[src/rtl/truth_table_sweeper.sv]
// truth_table_sweeper: walks a 3-input gate through all 8 input combinations,
// holds each for SETTLE_CYCLES cycles, samples the gate output at the end of the
// hold window, and compares the assembled truth table against EXPECTED.
module truth_table_sweeper #(
    parameter logic [7:0] EXPECTED      = 8'h91,
    parameter int         SETTLE_CYCLES = 4,
    parameter int         CNT_W         = 8
) (
    input  logic       clk,
    input  logic       reset,
    input  logic       start,
    input  logic       dut_out,
    output logic       dut_in1,
    output logic       dut_in2,
    output logic       dut_in3,
    output logic       busy,
    output logic       done,
    output logic       pass,
    output logic [7:0] captured,
    output logic [7:0] mismatch
);

    typedef enum logic [1:0] {
        S_IDLE   = 2'd0,
        S_SETTLE = 2'd1,
        S_DONE   = 2'd2
    } state_t;

    localparam logic [CNT_W-1:0] CNT_LAST = CNT_W'(SETTLE_CYCLES - 1);

    state_t           state_q, state_d;
    logic [2:0]       row_q, row_d;
    logic [CNT_W-1:0] cnt_q, cnt_d;
    logic [7:0]       cap_q, cap_d;
    logic [7:0]       mis_q, mis_d;
    logic             pass_q, pass_d;
    logic [2:0]       drv_q, drv_d;

    // The hold window of the current row ends on this edge.
    logic sample;
    assign sample = (state_q == S_SETTLE) && (cnt_q == CNT_LAST);

    // State and datapath registers; reset wins over everything on the same edge.
    always_ff @(posedge clk) begin
        if (reset) begin
            state_q <= S_IDLE;
            row_q   <= 3'd0;
            cnt_q   <= '0;
            cap_q   <= 8'h00;
            mis_q   <= 8'h00;
            pass_q  <= 1'b0;
            drv_q   <= 3'd0;
        end else begin
            state_q <= state_d;
            row_q   <= row_d;
            cnt_q   <= cnt_d;
            cap_q   <= cap_d;
            mis_q   <= mis_d;
            pass_q  <= pass_d;
            drv_q   <= drv_d;
        end
    end

    // Next-state: start is only honoured from IDLE, DONE lasts one cycle.
    always_comb begin
        state_d = state_q;
        case (state_q)
            S_IDLE:   if (start) state_d = S_SETTLE;
            S_SETTLE: if (sample && (row_q == 3'd7)) state_d = S_DONE;
            S_DONE:   state_d = S_IDLE;
            default:  state_d = S_IDLE;
        endcase
    end

    // Datapath next values: row/counter sequencing, capture and final compare.
    always_comb begin
        row_d  = row_q;
        cnt_d  = cnt_q;
        cap_d  = cap_q;
        mis_d  = mis_q;
        pass_d = pass_q;
        case (state_q)
            S_IDLE: begin
                if (start) begin
                    row_d  = 3'd0;
                    cnt_d  = '0;
                    cap_d  = 8'h00;
                    mis_d  = 8'h00;
                    pass_d = 1'b0;
                end
            end
            S_SETTLE: begin
                if (sample) begin
                    cnt_d = '0;
                    cap_d[3'd7 - row_q] = dut_out;
                    if (row_q == 3'd7) begin
                        // Compare against the table including this last sample so
                        // mismatch/pass are already valid while done is high.
                        row_d  = 3'd0;
                        mis_d  = cap_d ^ EXPECTED;
                        pass_d = ((cap_d ^ EXPECTED) == 8'h00);
                    end else begin
                        row_d = row_q + 3'd1;
                    end
                end else begin
                    cnt_d = cnt_q + CNT_W'(1);
                end
            end
            default: ;
        endcase
    end

    // Gate inputs come straight from a register so they never glitch.
    always_comb begin
        drv_d = (state_d == S_SETTLE) ? row_d : 3'd0;
    end

    // Output decode.
    always_comb begin
        {dut_in1, dut_in2, dut_in3} = drv_q;
        busy     = (state_q == S_SETTLE);
        done     = (state_q == S_DONE);
        pass     = pass_q;
        captured = cap_q;
        mismatch = mis_q;
    end

endmodule

[config.mk]
export PLATFORM = sky130hd
export DESIGN_NAME = truth_table_sweeper
export DESIGN_NICKNAME = d
export VERILOG_FILES = /design/src/rtl/truth_table_sweeper.sv
export SDC_FILE = /design/constraint.sdc
export NUM_CORES = 1
export LEC_CHECK = 0
export CORE_UTILIZATION = 56
export DETAILED_ROUTE_END_ITERATION = 10
export PLACE_DENSITY = 0.8
export SETUP_SLACK_MARGIN = 0.15
export SLEW_MARGIN = 5
export SYNTH_ARGS = -nofsm -noshare
export SYNTH_HDL_FRONTEND = slang
export SYNTH_SLANG_ARGS = --single-unit
[constraint.sdc]
create_clock -name clk -period 4.5 [get_ports clk]
set_input_delay 0.9 -clock clk [delete_from_list [all_inputs] [get_ports clk]]
set_output_delay 0.9 -clock clk [all_outputs]
set_load 0.05 [all_outputs]
# Word-level counts from Yosys, hierarchy flattened
# Cells that the tools add are included.
[totals]
ff_bits = 33
latch_bits = 0
ram_bits = 0
mem_bits_ro = 0
inputBits = 4
output_inout_bits = 22
elab_cells = 54
mem_count = 0
[classes]
add_sub_neg = 3
mul = 0
n_div = 0
order_cmp = 2
n_eq_ne = 8
shifts = 0
mux = 22
bitwise = 2
n_reduce_logical = 10
[op_table]
columns = ["operator", "n"]
rows = [
  ["one-hot mux 8 bit (2 select lines)", 3],
  ["two-way mux 8 bit", 5],
  ["two-way mux 3 bit", 3],
  ["adder 8 x 1 -> 8 bit, second input constant", 1],
  ["bitwise mux 8 bit", 1],
  ["equality test 8 x 2 -> 1 bit, second input constant", 1],
  ["logical NOT 8 bit", 1],
  ["one-hot mux 3 bit (2 select lines)", 1],
  ["equality test 2 x 1 -> 1 bit, second input constant", 2],
  ["less-than comparator 3 x 4 -> 1 bit, second input constant", 1],
  ["two-way mux 1 bit", 4],
  ["two-way mux 2 bit", 2],
  ["!= test 2 x 1 -> 1 bit, second input constant", 2],
  ["one-hot mux 2 bit (2 select lines)", 1],
  ["AND reduction 4 bit", 1],
  ["adder 3 x 1 -> 3 bit, second input constant", 1],
  ["demux 1 bit (select 3 bit)", 1],
  ["equality test 3 bit, second input constant", 1],
  ["greater-or-equal comparator 3 x 1 -> 1 bit, second input constant", 1],
  ["logical AND 1 bit", 3],
  ["inverter 3 bit", 1],
  ["AND reduction 3 bit", 1],
  ["subtractor 3 bit, first input constant", 1],
  ["equality test 2 bit, second input constant", 1],
  ["other kinds (7)", 7],
]

# Depth between registers and ports, before layout
# Gate-level depths: netlist (run 1).
[depth]
ltp_word = 11
depth_mapped = 7
mapped_depth_nobuf = 7

# Worst setup path after synthesis (run 1)
# OpenSTA, ideal clock, no wires.
[synth_path]
path_type = "reg-to-output"
startpoint = "register state_q[1]"
endpoint = "output done"
arrival_ns = 1.084
required_ns = 3.600
path_slack_ns = 2.516
stages_incl_launch_ff = 2
path_buffers = 0
cell_sequence = "dfxtp_1 > nor2b_1"
[synth_between]
elab_chain_len = 1
[synth_lines]
columns = ["element", "line", "rtl"]
rows = [
  ["start: declaration", "31", "state_t state_q, state_d;"],
  ["start signal: assignment", "54", "state_q <= state_d;"],
  ["equality test 2 bit", "122", "done = (state_q == S_DONE);"],
  ["end: declaration", "17", "output logic done,"],
]
# Every way passes these cells.

# Worst setup path after layout (run 1)
[layout_path]
startpoint = "register state_q[0]"
endpoint = "output busy"
[layout_between]
elab_chain_len = 1
[layout_lines]
columns = ["element", "line", "rtl"]
rows = [
  ["equality test 2 x 1 -> 1 bit", "121", "busy = (state_q == S_SETTLE);"],
  ["end: declaration", "16", "output logic busy,"],
]
# Every way passes these cells.

==> flow_summary.yaml, run 1 <==
detailed_routing:
  drtIter0Drc: 71
  wl_per_cell_um: 14.3
  wl_um: 3510
  drtPass1Iterations: 5
  vias_per_cell: 5.96
  num_vias: 1467
  drc: 0
  drtAntennaViolNets: 0
yosys:
  synth.area.top_cells: "dfxtp_1, nor2_1, mux2i_1"
  syn_avg_cell_area_um2: 8.47
  syn-num-nets: 197
  yosys.cell_types.count: 45
  synth.ff_latch_count: 33
  ys_warn_count: 0
  synth_edf_count: 0
  syn-instance-count: 190
  yosysTopAreaCell: "dfxtp_1"
  async_flop_share: 0
  syn_area_um2: 1610
  yosysSeqAreaShare: 0.411
  ys.flop_type: "dfxtp_1"
  yosys.area.top_type_share: 0.411
power_and_ir_drop:
  irDropWorstVdd_mv: 0.190
  power_leakage_nw: 0.732
  powerDensity_nw_per_um2: 255
global_route:
  grt_max_degree: 24
  grt_antenna_before_repair: 0
  grt_pass1_vias: 1378
  track_usage: 0.245
  grt_pass1_wl_um: 6000
  grt_overflow_total: 0
outcome:
  status: "finished clean"
cts:
  tritoncts: "built"
  insertion_delay_ns: 0.34
  postCtsSetupBuffers: 0
  cts_root_buf: "clkbuf_4"
  cts_buffers: 5
  ctsResizeCount: 0
  cts-hold-fix-buffers: 0
  clk_pin_slew_ns: 0.10
  cts.sinks: 33
  clock_path_buffers: 2
  cts.htree.levels: 2
timing:
  rsz0062_at_grt: "false"
  period_share: 0.629
  finalCriticalPeriod_ns: 2.83
  max_freq_mhz: 353
  final.setup.tns_ns: 0
  finalHoldViolCount: 0
  skew_ns: 0.0106
  setup_viol: 0
  slew_violations: 0
  tightest_slew_ns: 0.764
  relSlewSlack: 0.489
placement:
  numPortBuffers: 25
  routabilityCongestion: 0.793
  place_area_um2: 1870
  dp_hpwl_um: 2510
layout:
  drive_above_1_share: 0.0744
  design_area_um2: 1920
  nets: 221
  antenna_cells: 0
  area_growth_pct: 19.1
die:
  die_area_um2: 3090
  die_w_um: 55.6
  die_h_um: 55.6
  core_area_um2: 2730
  num_rows: 19
  ios: 26
  start_util: 0.589
critical_path:
  critPathCaptureType: "primary output"
  arrival_ns: 1.93
  start_kind: "register"
  crit_type: "reg2out"
  cp_max_fo: 7
  crit_required_ns: 3.60
worst_hold_path:
  hold_path.class: "reg2reg"
run:
  max_cap_violations: 0
-- synthesized netlist by cell type (4+ instances only) --
library cell,count
nor3_1,5
inv_1,4
nand2_1,16
o21ai_0,8
a21oi_1,13
nand3_1,13
dfxtp_1,33
nor2_1,24
and3_1,4
clkbuf_1,5
nor3b_1,4
mux2i_1,7
xor2_1,4
nor2b_1,5
-- routing by layer --
layer / part of all wire / GRT usage / vias up
met5: 0 / 0 / -
met4: 0.016 / 0.111 / 0
met3: 0.062 / 0.0512 / 7
met2: 0.47 / 0.386 / 48
met1: 0.45 / 0.323 / 683
li1: - / - / 729
-- where the power goes --
part	switching (mW)	total, mW	internal [mW]
combinational	0.0220	0.0323	0.0103
sequential	0.00265	0.297	0.294
clock	0.0996	0.159	0.0594
-- cells by family after synthesis --
kind of cell               synth area share
AOI/OAI and AO/OA                     0.139
xor gates and xnor gates             0.0327
adders and majority gates            0.0233
buffers and inverters                0.0319
DFF                                   0.411
muxes                                0.0575
and+or+nand+nor                       0.305
-- final timing paths --
| path | end | cells after the start | startpoint | slack, ns |
|---|---|---|---|---|
| min reg2reg | mismatch[0] | 2 | mismatch[0] | 0.48 |
| max | busy | 3 | state_q[0] | 1.67 |
| min | mismatch[0] | 2 | mismatch[0] | 0.48 |
| max reg2reg | pass | 7 | row_q[0] | 2.20 |
-- critical path: stages (launching register included) --
cell             delay [ns]
dfxtp_1                0.45
nand2b_1               0.20
inv_2                  0.13
clkdlybuf4s50_1        0.81
-- final cells by class --
cell class                      instances  area [µm²]
Tap cell                               31        38.8
Clock buffer                            6        41.3
Clock inverter                          2        10.0
Inverter                                5        18.8
Sequential cell                        33         661
Timing Repair Buffer                   25         250
Fill cell                             230         817
Multi-Input combinational cell        144         897
-- cells in the final DEF (no fill, tap or decap), drive strengths merged, types with 3 or more instances in the layout --
cell	count
dfxtp	33
clkdlybuf4s50	25
nor2	24
nand2	16
a21oi	13
nand3	13
o21ai	10
mux2i	7
nor3	6
clkbuf	6
nor2b	5
inv	5
nor3b	4
and3	4
xor2	4
nor4b	3
ha	3
nand3b	3
a32o	3
-- state kept, by name, indices dropped and copies added, names as in the netlist --
name	count
captured	8
cnt_q	8
mismatch	8
drv_q	3
row_q	3
state_q	2
pass	1
-- per-stage QoR --
stage	hold slack (ns)	cells	worst slack (ns)	util	power [mW]
4_1_cts	0.480	246	1.65	0.701	0.491
6_report	0.477	246	1.67	0.701	0.488
3_5_place_dp	0.462	238	1.80	0.682	0.336
2_1_floorplan	0.467	190	2.52	-	0.326
5_1_grt	0.492	246	1.57	0.701	0.508
3_3_place_gp	0.457	238	1.90	0.682	0.335
No activity file was read; power rests on OpenSTA's default activity.
==> run 2, diff against run 1 <==
- CORE_UTILIZATION: 56 -> 47
- PLACE_DENSITY: 0.8 -> 0.71
- clock period: 4.5 -> 2.27 ns (I/O delays scaled with it)
==> flow_summary.yaml, run 2 (synthesis gave the netlist of run 1 again) <==
cts:
  cts-hold-fix-buffers: 0
  cts.sinks: 33
  tritoncts: "built"
  clk_pin_slew_ns: 0.11
  postCtsSetupBuffers: 0
  clock_path_buffers: 2
  insertion_delay_ns: 0.34
  cts.htree.levels: 2
  cts_root_buf: "clkbuf_4"
  cts_buffers: 5
placement:
  dp_hpwl_um: 2760
  numPortBuffers: 25
  routabilityCongestion: 0.884
  place_area_um2: 1950
die:
  num_rows: 20
  ios: 26
  start_util: 0.510
  die_h_um: 60.5
  die_area_um2: 3660
  die_w_um: 60.5
  core_area_um2: 3150
critical_path:
  start_kind: "register"
  critPathMaxStageDelay_ns: 0.83
  critical-path-top-delay-family: "buffers and inverters"
  path_cells: "clkdlybuf4s50_1"
  crit_type: "reg2out"
  cp_num_buf_inv: 1
  critPathCaptureType: "primary output"
  arrival_ns: 1.61
  crit_required_ns: 1.82
  cp_max_fo: 5
  cpMaxStageDelayCell: "clkdlybuf4s50_1"
layout:
  seqCellArea_um2: 661
  n_fill_cell: 286
  design_area_um2: 2010
  drive_above_1_share: 0.117
  final_common_cell: "dfxtp_1"
  post-route-util: 0.637
  area_growth_pct: 24.7
  multi_input_area_um2: 903
  final_cell_mix: "dfxtp_1, nor2_1, clkdlybuf4s50_1"
  nets: 230
  antenna_cells: 0
power_and_ir_drop:
  power_leakage_nw: 0.781
  power_switching_mw: 0.245
  power.internal_mw: 0.754
  sequentialPowerShare: 0.588
  pwr-share-comb: 0.072
  pwr-share-clk: 0.340
  irDropWorstVdd_mv: 0.302
  swShare: 0.246
  powerDensity_nw_per_um2: 498
timing:
  whs_ns: 0.476
  max_freq_mhz: 484
  setup_viol: 0
  finalCriticalPeriod_ns: 2.06
  tightest_slew_ns: 0.605
  final.setup.tns_ns: 0
  finalHoldViolCount: 0
  rsz0062_at_grt: "false"
  period_share: 0.909
  skew_ns: 0.0165
  relSlewSlack: 0.594
  slew_violations: 0
detailed_routing:
  drtIter0Drc: 76
  wl_um: 3780
  wl_per_cell_um: 14.2
  num_vias: 1503
  drtPass1Iterations: 5
  drc: 0
  vias_per_cell: 5.63
  drtAntennaViolNets: 0
global_route:
  grt_pass1_vias: 1369
  grt_pass1_wl_um: 6250
  track_usage: 0.229
  grt_overflow_total: 0
  grt_antenna_before_repair: 0
  grt_max_degree: 16
outcome:
  status: "finished clean"
run:
  max_cap_violations: 0
worst_hold_path:
  hold_path.class: "reg2reg"
[run 2: cell types whose count changed in the layout (fill, tap and decap cells not counted)]
cell and delta:
dlygate4sd2_1 +1, buf_4 +10, clkbuf_8 +1, clkdlybuf4s50_1 -2
nor4b_1 -1, clkinv_2 -2, nor4b_2 +1
[run 2: layout make-up]
cell class / count / area share
inverter: 5 / 0.00935
tap: 44 / 0.0274
clock buffer: 7 / 0.0274
multi-input combinational: 144 / 0.450
sequential: 33 / 0.329
timing repair buffer: 34 / 0.156
[run 2: path summary, 6_finish.rpt]
path / from / end / slack, ns / cells past startpoint
worst min-delay path: mismatch[7] / mismatch[7] / 0.48 / 2
worst min register to register: mismatch[7] / mismatch[7] / 0.48 / 2
worst max-delay path: captured[5] / captured[5] / 0.21 / 1
worst max register to register: cnt_q[0] / captured[2] / 0.32 / 7
[run 2: per-stage QoR]
step                total power [mW]  worst slack (ns)  cells
floorplan                      0.646             0.502    190
global placement               0.669             0.234    260
detailed placement             0.672             0.220    260
CTS                             1.00             0.218    267
global route                    1.03             0.158    267
finish                          1.00             0.206    267
[run 2: repair_timing]
item | 4_1_cts | 5_1_grt
endpoints found under the hold margin | 0 | 0
endpoints found under the setup margin | 1 | 8
pin swaps | 0 | 1
resized for setup | 1 | 1
[run 2: power by group through the flow]
stage / registers, mW / logic, mW / clock network (mW)
6_report: 0.588 / 0.0723 / 0.339
5_1_grt: 0.589 / 0.0786 / 0.365
4_1_cts: 0.588 / 0.0719 / 0.340
3_5_place_dp: 0.601 / 0.0711 / 0
3_3_place_gp: 0.601 / 0.0687 / 0
2_1_floorplan: 0.600 / 0.0452 / 0
[run 2: layer usage]
metal  part of all wire  vias up  global-route usage
met2               0.45       42               0.347
met4              0.011        0              0.0779
met3              0.047        5              0.0704
met1               0.50      707               0.312
li1                   -      749                   -
met5                  0        -                   0
==> run 3, diff against run 2 <==
- CORE_MARGIN: unset -> 3
==> flow_summary.yaml, run 3 (synthesis gave the netlist of run 1 again) <==
power_and_ir_drop:
  finalPower_mw: 0.984
  power.internal_mw: 0.725
  sequentialPowerShare: 0.598
  power_switching_mw: 0.259
  power_leakage_nw: 0.784
  pwr-share-comb: 0.074
  irDropWorstVdd_mv: 0.459
  powerDensity_nw_per_um2: 490
  swShare: 0.263
  pwr-share-clk: 0.328
cts:
  cts_root_buf: "clkbuf_4"
  clk_pin_slew_ns: 0.11
  cts.htree.levels: 2
  tritoncts: "built"
  insertion_delay_ns: 0.34
  cts-hold-fix-buffers: 0
  cts_buffers: 5
  clock_path_buffers: 2
  postCtsSetupBuffers: 0
  cts.sinks: 33
outcome:
  status: "finished clean"
layout:
  antenna_cells: 0
  nets: 230
  n_fill_cell: 290
  drive_above_1_share: 0.134
  area_growth_pct: 24.9
  final_cell_mix: "dfxtp_1, nor2_1, clkdlybuf4s50_1"
  seqCellArea_um2: 663
  design_area_um2: 2010
  fin_cells: 268
  multi_input_area_um2: 903
  final_common_cell: "dfxtp_1"
global_route:
  grt_max_degree: 16
  grt_pass1_wl_um: 6730
  grt_antenna_before_repair: 0
  grt_overflow_total: 0
  grt_pass1_vias: 1458
  track_usage: 0.207
critical_path:
  critPathCaptureType: "primary output"
  cp_max_fo: 5
  r2r-start: "cnt_q[0]"
  crit_type: "reg2out"
  startpoint: "captured[6]"
  start_kind: "register"
  cpMaxStageDelayCell: "clkdlybuf4s50_1"
  arrival_ns: 1.60
  critical-path-top-delay-family: "buffers and inverters"
  crit_required_ns: 1.82
  path_cells: "clkdlybuf4s50_1"
  cp_num_buf_inv: 1
  critPathMaxStageDelay_ns: 0.83
timing:
  final.setup.tns_ns: 0
  rsz0062_at_grt: "false"
  period_share: 0.905
  tightest_slew_ns: 0.647
  skew_ns: 0.0114
  finalHoldViolCount: 0
  slew_violations: 0
  setup_viol: 0
  relSlewSlack: 0.566
  finalCriticalPeriod_ns: 2.06
  max_freq_mhz: 487
placement:
  place_inst: 260
  routabilityCongestion: 0.826
  dp_hpwl_um: 2760
  numPortBuffers: 25
  place_area_um2: 1950
detailed_routing:
  num_vias: 1485
  drtPass1Iterations: 5
  wl_um: 3740
  drtAntennaViolNets: 0
  wl_per_cell_um: 14.0
  drtIter0Drc: 109
  drc: 0
  vias_per_cell: 5.54
die:
  core_area_um2: 3150
  die_h_um: 64.5
  ios: 26
  start_util: 0.510
  die_area_um2: 4160
  die_w_um: 64.5
  num_rows: 20
worst_hold_path:
  hold_start: "mismatch[2]"
  hold_path.class: "reg2reg"
run:
  max_cap_violations: 0
[run 3: cell count changes in the layout (fill, tap and decap cells not counted)]
cell	before	now
clkinv_2	0	2
dfxtp_1	33	31
clkbuf_8	1	0
dfxtp_2	0	2
clkinvlp_4	0	1
clkbuf_1	1	0
[run 3: timing repair]
item | CTS | global route
setup endpoints to repair | 1 | 11
resized for setup | 1 | 3
pin swaps | 0 | 0
[run 3: routing by layer]
layer / global-route usage / vias up / part of all wire
met1: 0.270 / 696 / 0.49
met3: 0.0641 / 6 / 0.044
met4: 0.103 / 0 / 0.018
met5: 0 / - / 0
met2: 0.308 / 40 / 0.45
li1: - / 743 / -
[run 3: through the flow]
step | setup WS [ns] | hold slack, ns | util
detailed placement | 0.102 | 0.462 | 0.617
finish | 0.215 | 0.476 | 0.637
floorplan | 0.502 | 0.467 | -
CTS | 0.204 | 0.480 | 0.635
global placement | 0.308 | 0.455 | 0.617
global route | 0.155 | 0.512 | 0.637
[run 3: worst reg2reg max path, stage by stage (launching register included)]
cell and delay (ns):
dfxtp_2 0.38, ha_1 0.18, buf_4 0.14, or4b_4 0.50, nor3_4 0.25, a211oi_1 0.15
a21oi_1 0.16, o22ai_1 0.09
[run 3: layout make-up]
type / count / share of cell area
Multi-Input combinational cell: 144 / 0.450
Sequential cell: 33 / 0.330
Timing Repair Buffer: 34 / 0.156
Tap cell: 44 / 0.0274
Clock buffer: 5 / 0.0187
Inverter: 5 / 0.00934
Clock inverter: 3 / 0.00872
[run 3: final timing paths]
path | cells past startpoint | slack, ns | endpoint
min reg2reg | 2 | 0.48 | mismatch[2]
max | 1 | 0.21 | captured[6]
max reg2reg | 7 | 0.31 | captured[2]
min | 2 | 0.48 | mismatch[2]
[run 3: power by group through the flow]
stage | registers [mW] | clock network [mW] | logic [mW]
floorplan | 0.600 | 0 | 0.0452
global placement | 0.601 | 0 | 0.0692
detailed placement | 0.601 | 0 | 0.0714
CTS | 0.588 | 0.333 | 0.0720
global route | 0.590 | 0.365 | 0.0806
finish | 0.589 | 0.323 | 0.0724
